[src/rtl/selector_pkg.sv]
// Package: selector_pkg
// Purpose: shared types and width helpers for the nibble selector datapath.
//   src_idx_w / nib_idx_w : index widths derived from the block parameters
//                           (never narrower than 1 bit)
//   lane_sel_t            : per-lane (source, nibble) selection, fixed-width fields
//   sel_state_e           : storage occupancy of the output/skid pair
package selector_pkg;

  localparam int IDX_FIELD_W = 8;

  function automatic int src_idx_w(input int num_src);
    return (num_src > 2) ? $clog2(num_src) : 1;
  endfunction

  function automatic int nib_idx_w(input int data_w, input int nib_w);
    int nibs;
    nibs = data_w / nib_w;
    return (nibs > 2) ? $clog2(nibs) : 1;
  endfunction

  typedef struct packed {
    logic [IDX_FIELD_W-1:0] src;
    logic [IDX_FIELD_W-1:0] nib;
  } lane_sel_t;

  typedef enum logic [1:0] {
    EMPTY = 2'd0,
    ONE   = 2'd1,
    FULL  = 2'd2
  } sel_state_e;

endpackage

[src/rtl/sel_skid_buf.sv]
// Module: sel_skid_buf
// Purpose: generic 2-entry valid/ready skid buffer. Full throughput, with a
//   registered IN_READY that never depends combinationally on OUT_READY.
// Ports:
//   CLK, RESET          clock, synchronous active-high reset
//   IN_VALID/IN_READY   upstream handshake, IN_DATA [W] payload
//   OUT_VALID/OUT_READY downstream handshake, OUT_DATA [W] payload
//
// state | meaning
// ------+-----------------------------------------------
// EMPTY | output stage invalid, skid empty
// ONE   | output stage valid, skid empty
// FULL  | output stage and skid both valid, IN_READY low
module sel_skid_buf
  import selector_pkg::*;
#(
  parameter int W = 16
) (
  input  logic         CLK,
  input  logic         RESET,
  input  logic         IN_VALID,
  output logic         IN_READY,
  input  logic [W-1:0] IN_DATA,
  output logic         OUT_VALID,
  input  logic         OUT_READY,
  output logic [W-1:0] OUT_DATA
);

  sel_state_e   state, state_nxt;
  logic         in_ready_q;
  logic [W-1:0] skid_data;
  logic         in_fire, out_fire;
  logic         load_out_from_in, load_out_from_skid, load_skid;

  // Gating with RESET keeps both handshakes dead during the reset cycle.
  assign IN_READY  = in_ready_q & ~RESET;
  assign OUT_VALID = (state != EMPTY) & ~RESET;
  assign in_fire   = IN_VALID & IN_READY;
  assign out_fire  = OUT_VALID & OUT_READY;

  always_comb begin
    state_nxt          = state;
    load_out_from_in   = 1'b0;
    load_out_from_skid = 1'b0;
    load_skid          = 1'b0;
    case (state)
      EMPTY: begin
        if (in_fire) begin
          load_out_from_in = 1'b1;
          state_nxt        = ONE;
        end
      end
      ONE: begin
        if (in_fire && out_fire) begin
          load_out_from_in = 1'b1;
        end else if (in_fire) begin
          load_skid = 1'b1;
          state_nxt = FULL;
        end else if (out_fire) begin
          state_nxt = EMPTY;
        end
      end
      FULL: begin
        if (out_fire) begin
          load_out_from_skid = 1'b1;
          state_nxt          = ONE;
        end
      end
      default: state_nxt = EMPTY;
    endcase
  end

  always_ff @(posedge CLK) begin
    if (RESET) begin
      state      <= EMPTY;
      in_ready_q <= 1'b1;
      OUT_DATA   <= '0;
      skid_data  <= '0;
    end else begin
      state      <= state_nxt;
      in_ready_q <= (state_nxt != FULL);
      if (load_out_from_in) begin
        OUT_DATA <= IN_DATA;
      end else if (load_out_from_skid) begin
        OUT_DATA <= skid_data;
      end
      if (load_skid) begin
        skid_data <= IN_DATA;
      end
    end
  end

endmodule

[src/rtl/nibble_selector_pipe.sv]
// Module: nibble_selector_pipe
// Purpose: pipelined nibble selector. Each of LANES output nibbles is taken
//   from DATA[SEL_SRC[l]] at nibble position SEL_NIB[l], captured on accept and
//   delivered through a 2-entry skid buffer. A source index >= NUM_SRC yields 0.
// Ports:
//   CLK, RESET            clock, synchronous active-high reset
//   IN_VALID, IN_READY    input handshake
//   DATA                  [NUM_SRC][DATA_W] source words
//   SEL_SRC, SEL_NIB      per-lane source / nibble index
//   OUT_VALID, OUT_READY  output handshake
//   NIBBLE_OUT            [LANES][NIB_W] selected nibbles
//   XFER_COUNT            completed output handshakes, wrapping
//   OUT_PARITY            [LANES] per-lane XOR parity (only with SEL_PARITY_EN)
// Build option: define SEL_PARITY_EN to add OUT_PARITY.
module nibble_selector_pipe
  import selector_pkg::*;
#(
  parameter  int NUM_SRC   = 2,
  parameter  int DATA_W    = 32,
  parameter  int NIB_W     = 4,
  parameter  int LANES     = 4,
  parameter  int CNT_W     = 16,
  localparam int SRC_IDX_W = src_idx_w(NUM_SRC),
  localparam int NIB_IDX_W = nib_idx_w(DATA_W, NIB_W)
) (
  input  logic                                CLK,
  input  logic                                RESET,
  input  logic                                IN_VALID,
  output logic                                IN_READY,
  input  logic [NUM_SRC-1:0][DATA_W-1:0]      DATA,
  input  logic [LANES-1:0][SRC_IDX_W-1:0]     SEL_SRC,
  input  logic [LANES-1:0][NIB_IDX_W-1:0]     SEL_NIB,
  output logic                                OUT_VALID,
  input  logic                                OUT_READY,
  output logic [LANES-1:0][NIB_W-1:0]         NIBBLE_OUT,
  output logic [CNT_W-1:0]                    XFER_COUNT
`ifdef SEL_PARITY_EN
  ,
  output logic [LANES-1:0]                    OUT_PARITY
`endif
);

  localparam int NIBS  = DATA_W / NIB_W;
  localparam int NIB_BITS = LANES * NIB_W;
`ifdef SEL_PARITY_EN
  localparam int PAY_W = NIB_BITS + LANES;
`else
  localparam int PAY_W = NIB_BITS;
`endif

  lane_sel_t [LANES-1:0]           lane_sel;
  logic      [LANES-1:0][NIB_W-1:0] lane_nib;
  logic      [PAY_W-1:0]           in_payload;
  logic      [PAY_W-1:0]           out_payload;

  // Compare-and-select instead of direct indexing so an out-of-range source
  // index simply matches nothing and leaves the lane at zero.
  always_comb begin
    lane_sel = '0;
    lane_nib = '0;
    for (int l = 0; l < LANES; l++) begin
      lane_sel[l].src = IDX_FIELD_W'(SEL_SRC[l]);
      lane_sel[l].nib = IDX_FIELD_W'(SEL_NIB[l]);
      for (int s = 0; s < NUM_SRC; s++) begin
        for (int n = 0; n < NIBS; n++) begin
          if (int'(lane_sel[l].src) == s && int'(lane_sel[l].nib) == n) begin
            lane_nib[l] = DATA[s][n*NIB_W +: NIB_W];
          end
        end
      end
    end
  end

`ifdef SEL_PARITY_EN
  logic [LANES-1:0] lane_par;

  always_comb begin
    lane_par = '0;
    for (int l = 0; l < LANES; l++) begin
      lane_par[l] = ^lane_nib[l];
    end
  end

  // Parity rides in the payload so it stays aligned with its beat.
  assign in_payload = {lane_par, lane_nib};
  assign OUT_PARITY = out_payload[PAY_W-1 -: LANES];
`else
  assign in_payload = lane_nib;
`endif

  sel_skid_buf #(
    .W (PAY_W)
  ) u_skid (
    .CLK       (CLK),
    .RESET     (RESET),
    .IN_VALID  (IN_VALID),
    .IN_READY  (IN_READY),
    .IN_DATA   (in_payload),
    .OUT_VALID (OUT_VALID),
    .OUT_READY (OUT_READY),
    .OUT_DATA  (out_payload)
  );

  assign NIBBLE_OUT = out_payload[NIB_BITS-1:0];

  always_ff @(posedge CLK) begin
    if (RESET) begin
      XFER_COUNT <= '0;
    end else if (OUT_VALID && OUT_READY) begin
      XFER_COUNT <= XFER_COUNT + CNT_W'(1);
    end
  end

endmodule

[config.mk]
export PLATFORM = sky130hd
export DESIGN_NAME = nibble_selector_pipe
export DESIGN_NICKNAME = d
export VERILOG_FILES = /design/src/rtl/selector_pkg.sv /design/src/rtl/sel_skid_buf.sv /design/src/rtl/nibble_selector_pipe.sv
export SDC_FILE = /design/constraint.sdc
export NUM_CORES = 1
export LEC_CHECK = 0
export ABC_AREA = 1
export BUFFER_PORTS_ARGS = -buffer_cell sky130_fd_sc_hd__buf_2
export CAP_MARGIN = 20
export CORE_ASPECT_RATIO = 1.4
export CORE_MARGIN = 2
export CORE_UTILIZATION = 55
export CTS_BUF_LIST = sky130_fd_sc_hd__clkbuf_8 sky130_fd_sc_hd__clkbuf_16
export CTS_CLUSTER_SIZE = 10
export DETAILED_ROUTE_END_ITERATION = 10
export PLACE_DENSITY = 0.81
export SLEW_MARGIN = 20
export SYNTH_ARGS = -nofsm -noshare
export SYNTH_HDL_FRONTEND = slang
export SYNTH_SLANG_ARGS = --single-unit
[constraint.sdc]
create_clock -name CLK -period 5.23 [get_ports CLK]
set_input_delay 1.046 -clock CLK [delete_from_list [all_inputs] [get_ports CLK]]
set_output_delay 1.046 -clock CLK [all_outputs]
set_load 0.005 [all_outputs]
# After elaboration in Yosys (flattened, before gate mapping)
# Index checks and enable logic that the tools add are counted.
# totals
wordCells,198
output_inout_bits,34
register_bits,51
# classes
reduce_logical,73
bitwise_logic,9
muxes,79
eq_ne,31
add_sub_neg,1
# op_table
op,count
two-way mux 4 bit,64
logical AND 1 bit,66
equality test 3 bit (second input constant),16
two-way mux 16 bit,2
equality test 3 x 2 -> 1 bit (second input constant),8
adder 16 x 1 -> 16 bit (second input constant),1
equality test 3 x 1 -> 1 bit (second input constant),4
logical NOT 3 bit,4
two-way mux 2 bit,5
two-way mux 1 bit,6
one-hot mux 2 bit (3 select lines),1
NOT 1 bit,5
AND 1 bit,4
nonzero test 2 bit,2
equality test 2 x 1 -> 1 bit (second input constant),1
equality test 2 bit (second input constant),1
logical NOT 2 bit,1
!= test 2 bit (second input constant),1
one-hot mux 1 bit (2 select lines),1

# Logic depth before layout (Yosys ltp)
# Gate-level depths: netlist of the first run.
# logic_depth
ltp_word,19
depth_mapped,16

# By module
# From an unflattened synthesis of the first run, not the netlist that was laid out.
# unflattened
cells_unflattened,931
area_unflattened_um2,5352.6
# by_module_without_submodules
module,area_per_inst_um2,cells_each,seq_area_each_um2,n_inst
nibble_selector_pipe,3542.1,697,320.3,1
sel_skid_buf,1810.5,234,700.7,1

# Worst setup path after synthesis of the first run
# Ideal clock, no wire load.
# synth_path
kind,input -> register
start,input port RESET
end,register XFER_COUNT[15]
arrival_time_ns,2.499
stages,13
t_required_ns,5.100
n_path_buf,1
setup_time_ns,0.130
path_slack_ns,2.601
cell_sequence,buf_2 > clkinv_2 > nand3_4 > nor2_4 > nand3_2 > nor2_2 > and3_2 > nand3_2 > nor3_2 > nand2_1 > nor2_2 > and3_1 > nor3_2
# synth_between
elab_chain_cells,3
# synth_lines
element,line,text
"start, declared",nibble_selector_pipe.sv:27,"input logic RESET,"
NOT 1 bit,sel_skid_buf.sv:37,assign OUT_VALID = (state != EMPTY) & ~RESET;
AND 1 bit,sel_skid_buf.sv:37,
logical AND 1 bit,nibble_selector_pipe.sv:109,end else if (OUT_VALID && OUT_READY) begin
"end signal, assigned",nibble_selector_pipe.sv:110,XFER_COUNT <= XFER_COUNT + CNT_W'(1);
"end, declared",nibble_selector_pipe.sv:36,output logic [CNT_W-1:0] XFER_COUNT
# Several ways; a longest one is shown, not always the timed one.
# A chain may end at the register's enable or synchronous reset.

# Final worst setup path of the first run
# layout_path
start,input port RESET
end,register u_skid.OUT_DATA[15]
# layout_between
elab_chain_cells,7
word_cells_on_any_way,13
# layout_lines
element,line,text
NOT 1 bit,"sel_skid_buf.sv:36, sel_skid_buf.sv:37",
AND 1 bit (on tied branches),"sel_skid_buf.sv:36, sel_skid_buf.sv:37",
AND 1 bit (on tied branches),"sel_skid_buf.sv:38, sel_skid_buf.sv:39",
logical AND 1 bit,sel_skid_buf.sv:54,if (in_fire && out_fire) begin
two-way mux 1 bit,sel_skid_buf.sv:54,
one-hot mux 1 bit (2 select lines),sel_skid_buf.sv:46,case (state)
two-way mux 16 bit / nonzero test 2 bit (equally long branches),--,
"end signal, assigned",sel_skid_buf.sv:85,OUT_DATA <= skid_data;
"end, declared",sel_skid_buf.sv:26,output logic [W-1:0] OUT_DATA
# Several ways; a longest one is shown, not always the timed one.

==> flow_metrics.tcl, run 1 <==
set metrics [dict create \
    antenna_found_initial 0 \
    n_fill_cell 916 \
    post-route-util_pct 66.4 \
    die_width_um 84.0 \
    clock_latency_ps 290 \
    crit_family "buffers and inverters" \
    worstSetupEndpointType "register" \
    ant_nets 0 \
    post_drt_wl_per_cell_um 16.3 \
    fin_tns_setup_ps 0 \
    firstDrtPassIters 7 \
    h-tree-depth 2 \
    syn_to_final_growth_pct 16.8 \
    multi_input_area_um2 3150 \
    grt_max_degree 28 \
    die_h_um 116 \
    pre_cts_ws_ps 1770 \
    antenna_cells 0 \
    place_hpwl_um 14900 \
    critPathLaunchType "input port" \
    layout.nets 1116 \
    yosysTopAreaCellShare_pct 20.7 \
    status "finished, final reports clean" \
    total_power_mw 1.09 \
    cts_hold_buf 0 \
    drtIter0Drc 465 \
    cts_sinks 51 \
    worstPathRequired_ps 5450 \
    ir_worst_vdd_v 0.000395 \
    criticalPathCategory "in -> reg" \
    synth_area_um2 4920 \
    slew_viol_final 0 \
    clk_path_buf_depth 2 \
    power_leakage_nw 2.99 \
    finalHoldViolCount 0 \
    yosysTopAreaCell "dfxtp_1" \
    synth_ff_type "dfxtp_1" \
    cp_max_fo 27 \
    maxCapViolCount 0 \
    finalCriticalPeriod_ps 3180 \
    grt_pass1_vias 6186 \
    post-cts-setup-buffer-count 0 \
    synth_most_common_cell "nand2_1" \
    ios 118 \
    die_area_um2 9740 \
    slowest_stage "clkinv_2" \
    start_util_pct 56.9 \
    path_cells "buf_2 > buf_4 > clkinv_2 > nand3_4 > nand2_1 > inv_2 > nor3_2 > buf_4 > inv_2 > nand2_1 > inv_2 > nand2_1 > o21ai_0 > inv_1 > a21oi_1" \
    portBuffers 117 \
    min_period_over_period_pct 60.8 \
    netlist_top_cells_area "dfxtp_1, nand2_1, inv_1, nor2_1, nand4_1" \
    ys_types 34 \
    rsz0062_at_grt "no" \
    post_cts_resized 0 \
    arrival_ps 3390 \
    crit_path_max_incr_delay_ps 390 \
    cts_tree "built" \
    ys_seq_elements 51 \
    max_slew.worst_pin.slew_ps 711 \
    grt_usage_pct 38.4 \
    fmax_ghz 0.315 \
    route.detailed.drc 0 \
    core_um2 8660 \
    register_area_um2 1020 \
    synthCells 929 \
    power_density_nw_per_um2 190 \
    finalWirelength_um 18500 \
    synthTopCellsByCount "nand2_1, inv_1, nor2_1" \
    slew_headroom_pct 52.2 \
    cts-root-buf "clkbuf_16" \
    fp-row-count 40 \
    clk_pin_slew_ps 70 \
    ys_warn_count 0 \
    gr-total-overflow 0 \
    finalWorstSetupSlack_ps 2050 \
    async_flop_share_pct 0 \
    cp.buffers_inverters 8 \
    hp-class "reg -> reg" \
    synth_edf_count 0 \
    clock-skew-final_ps 5.44 \
    setup_viol 0 \
    viasPerCell 5.71 \
    yosysSeqAreaShare_pct 20.7 \
    grt_pass1_wl_um 29500 \
    drive_gt1_share_pct 15.1 \
    synth_area_per_cell_um2 5.30 \
    place.gp.congestion 1.22 \
    num_vias 6497 \
    synthesis.nets 1014 \
    cts_buffers 5 \
]
==> sequential cells by signal, indices dropped and copies added (netlist names) <==
register / cells
XFER_COUNT: 16
u_skid.in_ready_q: 1
u_skid.OUT_DATA: 16
u_skid.state: 2
u_skid.skid_data: 16
==> worst register-to-register path: stages, from the launching register on <==
cell and delay, ps:
dfxtp_1 440, inv_2 70, nand2_1 100, nand3_4 130, nor2_4 150, nand3_2 100
nor2_2 100, and3_2 210, nand3_2 90, nor3_2 170, nand2_1 120, nor2_2 110
and3_1 180, nor3_2 40
==> cell type report <==
| class | count | share of cell area, % |
|---|---|---|
| Multi-Input combinational cell | 676 | 54.8 |
| Sequential cell | 51 | 17.8 |
| Inverter | 176 | 11.5 |
| Timing Repair Buffer | 121 | 10.7 |
| Clock buffer | 6 | 2.42 |
| Tap cell | 105 | 2.28 |
| Clock inverter | 2 | 0.609 |
==> worst paths after layout <==
path              slack, ps          startpoint                  end  cells after the start
setup / recovery       2050               RESET  u_skid.OUT_DATA[15]                     15
hold / removal          460  u_skid.OUT_DATA[8]   u_skid.OUT_DATA[8]                      2
setup reg to reg       3090     u_skid.state[1]       XFER_COUNT[15]                     13
hold reg to reg         460  u_skid.OUT_DATA[8]   u_skid.OUT_DATA[8]                      2
==> metal layers <==
layer | GRT usage (%) | wire [um] | vias to the layer above
met5 | 0 | 0 | -
met4 | 31.5 | 1610 | 0
met3 | 5.13 | 1500 | 120
met2 | 68.3 | 8910 | 402
met1 | 40.3 | 6460 | 2794
li1 | - | - | 3181
==> placed cells by master, fill, tap and decap left out, types with 2 or more instances in the layout <==
| cell type | netlist | layout |
|---|---|---|
| nand2_1 | 257 | 257 |
| inv_1 | 169 | 169 |
| nor2_1 | 127 | 127 |
| buf_2 | 9 | 117 |
| nand3_1 | 80 | 80 |
| nand4_1 | 68 | 68 |
| dfxtp_1 | 51 | 51 |
| o21ai_0 | 45 | 45 |
| a21oi_1 | 38 | 38 |
| nor3_1 | 17 | 16 |
| o211ai_1 | 8 | 8 |
| inv_2 | 5 | 5 |
| nor3_2 | 4 | 5 |
| clkbuf_16 | 0 | 5 |
| nor4_2 | 2 | 4 |
| nor3b_1 | 4 | 4 |
| nand3_2 | 3 | 3 |
| nor2_2 | 3 | 3 |
| or2_2 | 3 | 3 |
| buf_4 | 0 | 3 |
| clkinv_2 | 1 | 2 |
| o22ai_1 | 2 | 2 |
| a41oi_1 | 2 | 2 |
| a31oi_1 | 2 | 2 |
==> through the flow <==
| step | instance area [um2] | cells | hold slack (ps) |
|---|---|---|---|
| floorplan | 4920 | 929 | 461 |
| global placement | 5560 | 1128 | 451 |
| detailed placement | 5560 | 1128 | 453 |
| CTS | 5730 | 1136 | 463 |
| global route | 5750 | 1137 | 483 |
| finish | 5750 | 1137 | 461 |
==> kinds of logic (layout without fill, tap and decap cells) <==
kind of cell               Yosys count  after routing  synth area share, %
AOI/OAI and AO/OA                   98             98                 10.7
xor gates and xnor gates             2              2                0.356
adders and majority gates            1              1                0.254
buffers and inverters              202            305                 15.7
DFF                                 51             51                 20.7
and+or+nand+nor                    575            575                 52.3
==> power breakdown <==
part / switching, mW / leakage [nW] / internal (mW)
combinational: 0.210 / 2.49 / 0.0933
clock: 0.142 / 0.0868 / 0.238
sequential: 0.00683 / 0.413 / 0.401
Power figures use the tool's default switching activity.
==> inputs of run 2 (changes only) <==
Settings changed: CORE_UTILIZATION 55 to 50, PLACE_DENSITY 0.81 to 0.77.
Clock period 5.23 ns to 2.7 ns, I/O delays scaled along.
==> flow_metrics.tcl, run 2 (synthesis results as in run 1) <==
set metrics [dict create \
    start_util_pct 51.8 \
    finalHoldViolCount 0 \
    min_to "u_skid.OUT_DATA[7]" \
    arrival_ps 2380 \
    syn_to_final_growth_pct 17.9 \
    hp-class "reg -> reg" \
    top_regs "XFER_COUNT: 16 flops, u_skid.OUT_DATA: 16 flops, u_skid.skid_data: 16 flops" \
    drtIter0Drc 455 \
    cts_hold_buf 0 \
    max_slew.worst_pin.slew_ps 505 \
    route.detailed.drc 0 \
    status "finished, final reports clean" \
    clock-skew-final_ps 2.59 \
    cp.depth 14 \
    cts_buffers 5 \
    crit_family "simple AND/OR/NAND/NOR gates" \
    place_hpwl_um 16700 \
    r2r_slack_ps 570 \
    pre_cts_ws_ps 261 \
    grt_pass1_wl_um 31300 \
    worstPathRequired_ps 2870 \
    slowest_stage "nor3_1" \
    ant_nets 0 \
    crit_path_max_incr_delay_ps 410 \
    drive_gt1_share_pct 15.5 \
    finalWirelength_um 20500 \
    hp-start "u_skid.OUT_DATA[7]" \
    r2r_start "u_skid.state[1]" \
    post-cts-setup-buffer-count 0 \
    die_area_um2 10700 \
    n_fill_cell 998 \
    fmax_ghz 0.452 \
    setup_viol 0 \
    antenna_found_initial 0 \
    gr-total-overflow 0 \
    maxCapViolCount 0 \
    finalCriticalPeriod_ps 2210 \
    firstDrtPassIters 5 \
    clk_pin_slew_ps 60 \
    worst_path_most_repeated_cell "nand2_1" \
    cts-root-buf "clkbuf_16" \
    worstSetupEndpointType "register" \
    path_cells "buf_2 > clkinv_1 > nor3_1 > nand2_1 > o21ai_0 > inv_1 > nand2_1 > nand4_1 > nor2_1 > nand4_1 > nand2_1 > nand3_1 > nand2_1 > a21oi_1" \
    final_cell_mix "nand2_1, inv_1, nor2_1" \
    design_area_um2 5810 \
    num_vias 6609 \
    viasPerCell 5.63 \
    post_cts_resized 0 \
    place.gp.congestion 1.09 \
    rr_worst_depth 13 \
    total_power_mw 2.00 \
    grt_pass1_vias 6207 \
    critPathLaunchType "input port" \
    portBuffers 117 \
    power_leakage_nw 3.03 \
    grt_usage_pct 38.8 \
    clk_path_buf_depth 2 \
    ios 118 \
    rsz0062_at_grt "no" \
    cp.buffers_inverters 3 \
    min_period_over_period_pct 82.0 \
    final_common_cell "nand2_1" \
    clock_latency_ps 290 \
    antenna_cells 0 \
    post-route-util_pct 61.0 \
    fp-row-count 42 \
    slew_viol_final 0 \
    criticalPathCategory "in -> reg" \
    grt_max_degree 27 \
    h-tree-depth 2 \
    min_delay_path_depth 2 \
    core_um2 9510 \
    fin_tns_setup_ps 0 \
    cp_max_fo 10 \
    cts_sinks 51 \
    placed_area_um2 5670 \
    finalWorstSetupSlack_ps 487 \
    post_drt_wl_per_cell_um 17.5 \
    cts_tree "built" \
    ir_worst_vdd_v 0.000229 \
    slew_headroom_pct 66.1 \
    power_density_nw_per_um2 345 \
    layout.nets 1125 \
    die_width_um 87.9 \
    r2r-end "XFER_COUNT[15]" \
    die_h_um 121 \
]
run 2: changes by cell type in the layout (fill, tap and decap cells not counted):
cell	previous run	this run
buf_4	3	13
bufinv_16	1	0
clkbuf_2	1	0
clkbuf_8	1	0
inv_1	169	171
nor4_1	1	3
nor4_2	4	2
run 2: final cells by class:
cell class	count	area (um2)	share of cell area [%]
Clock buffer	5	125	2.16
Sequential cell	51	1020	17.6
Timing Repair Buffer	130	683	11.8
Tap cell	132	165	2.84
Multi-Input combinational cell	676	3140	54.0
Clock inverter	3	12.5	0.216
Inverter	176	662	11.4
run 2: metal layers:
metal / routed length [um] / part of all wire, % / vias to the layer above / GRT usage [%]
met2: 9860 / 48 / 403 / 66.7
met5: 0 / 0 / - / 0
met1: 7080 / 35 / 2881 / 41.4
li1: - / - / 3200 / -
met3: 1630 / 8.0 / 125 / 5.44
met4: 1940 / 9.5 / 0 / 30.5
run 2: how the worst max path moves through the flow:
stage	start	end
2_1_floorplan	RESET	XFER_COUNT[15]
3_3_place_gp	SEL_NIB[11]	u_skid.OUT_DATA[13]
3_5_place_dp	SEL_NIB[11]	u_skid.OUT_DATA[13]
4_1_cts	u_skid.state[1]	XFER_COUNT[15]
5_1_grt	SEL_NIB[11]	u_skid.skid_data[15]
6_report	SEL_NIB[11]	u_skid.OUT_DATA[13]
run 2: power breakdown:
part           internal [mW]  total, mW  switching (mW)
clock network          0.335      0.607           0.272
logic                  0.187      0.606           0.419
registers              0.777      0.790          0.0133
run 2: worst min-delay path, delay by kind of cell (launching register included):
kind / cells / cell delay (ps)
flops: 1 / 300
compound gates: 1 / 50
simple gates: 1 / 60
run 2: stage by stage:
stage               cells  hold WS, ps
global placement     1165          451
detailed placement   1165          455
floorplan             929          461
global route         1173          485
CTS                  1173          464
finish               1173          460
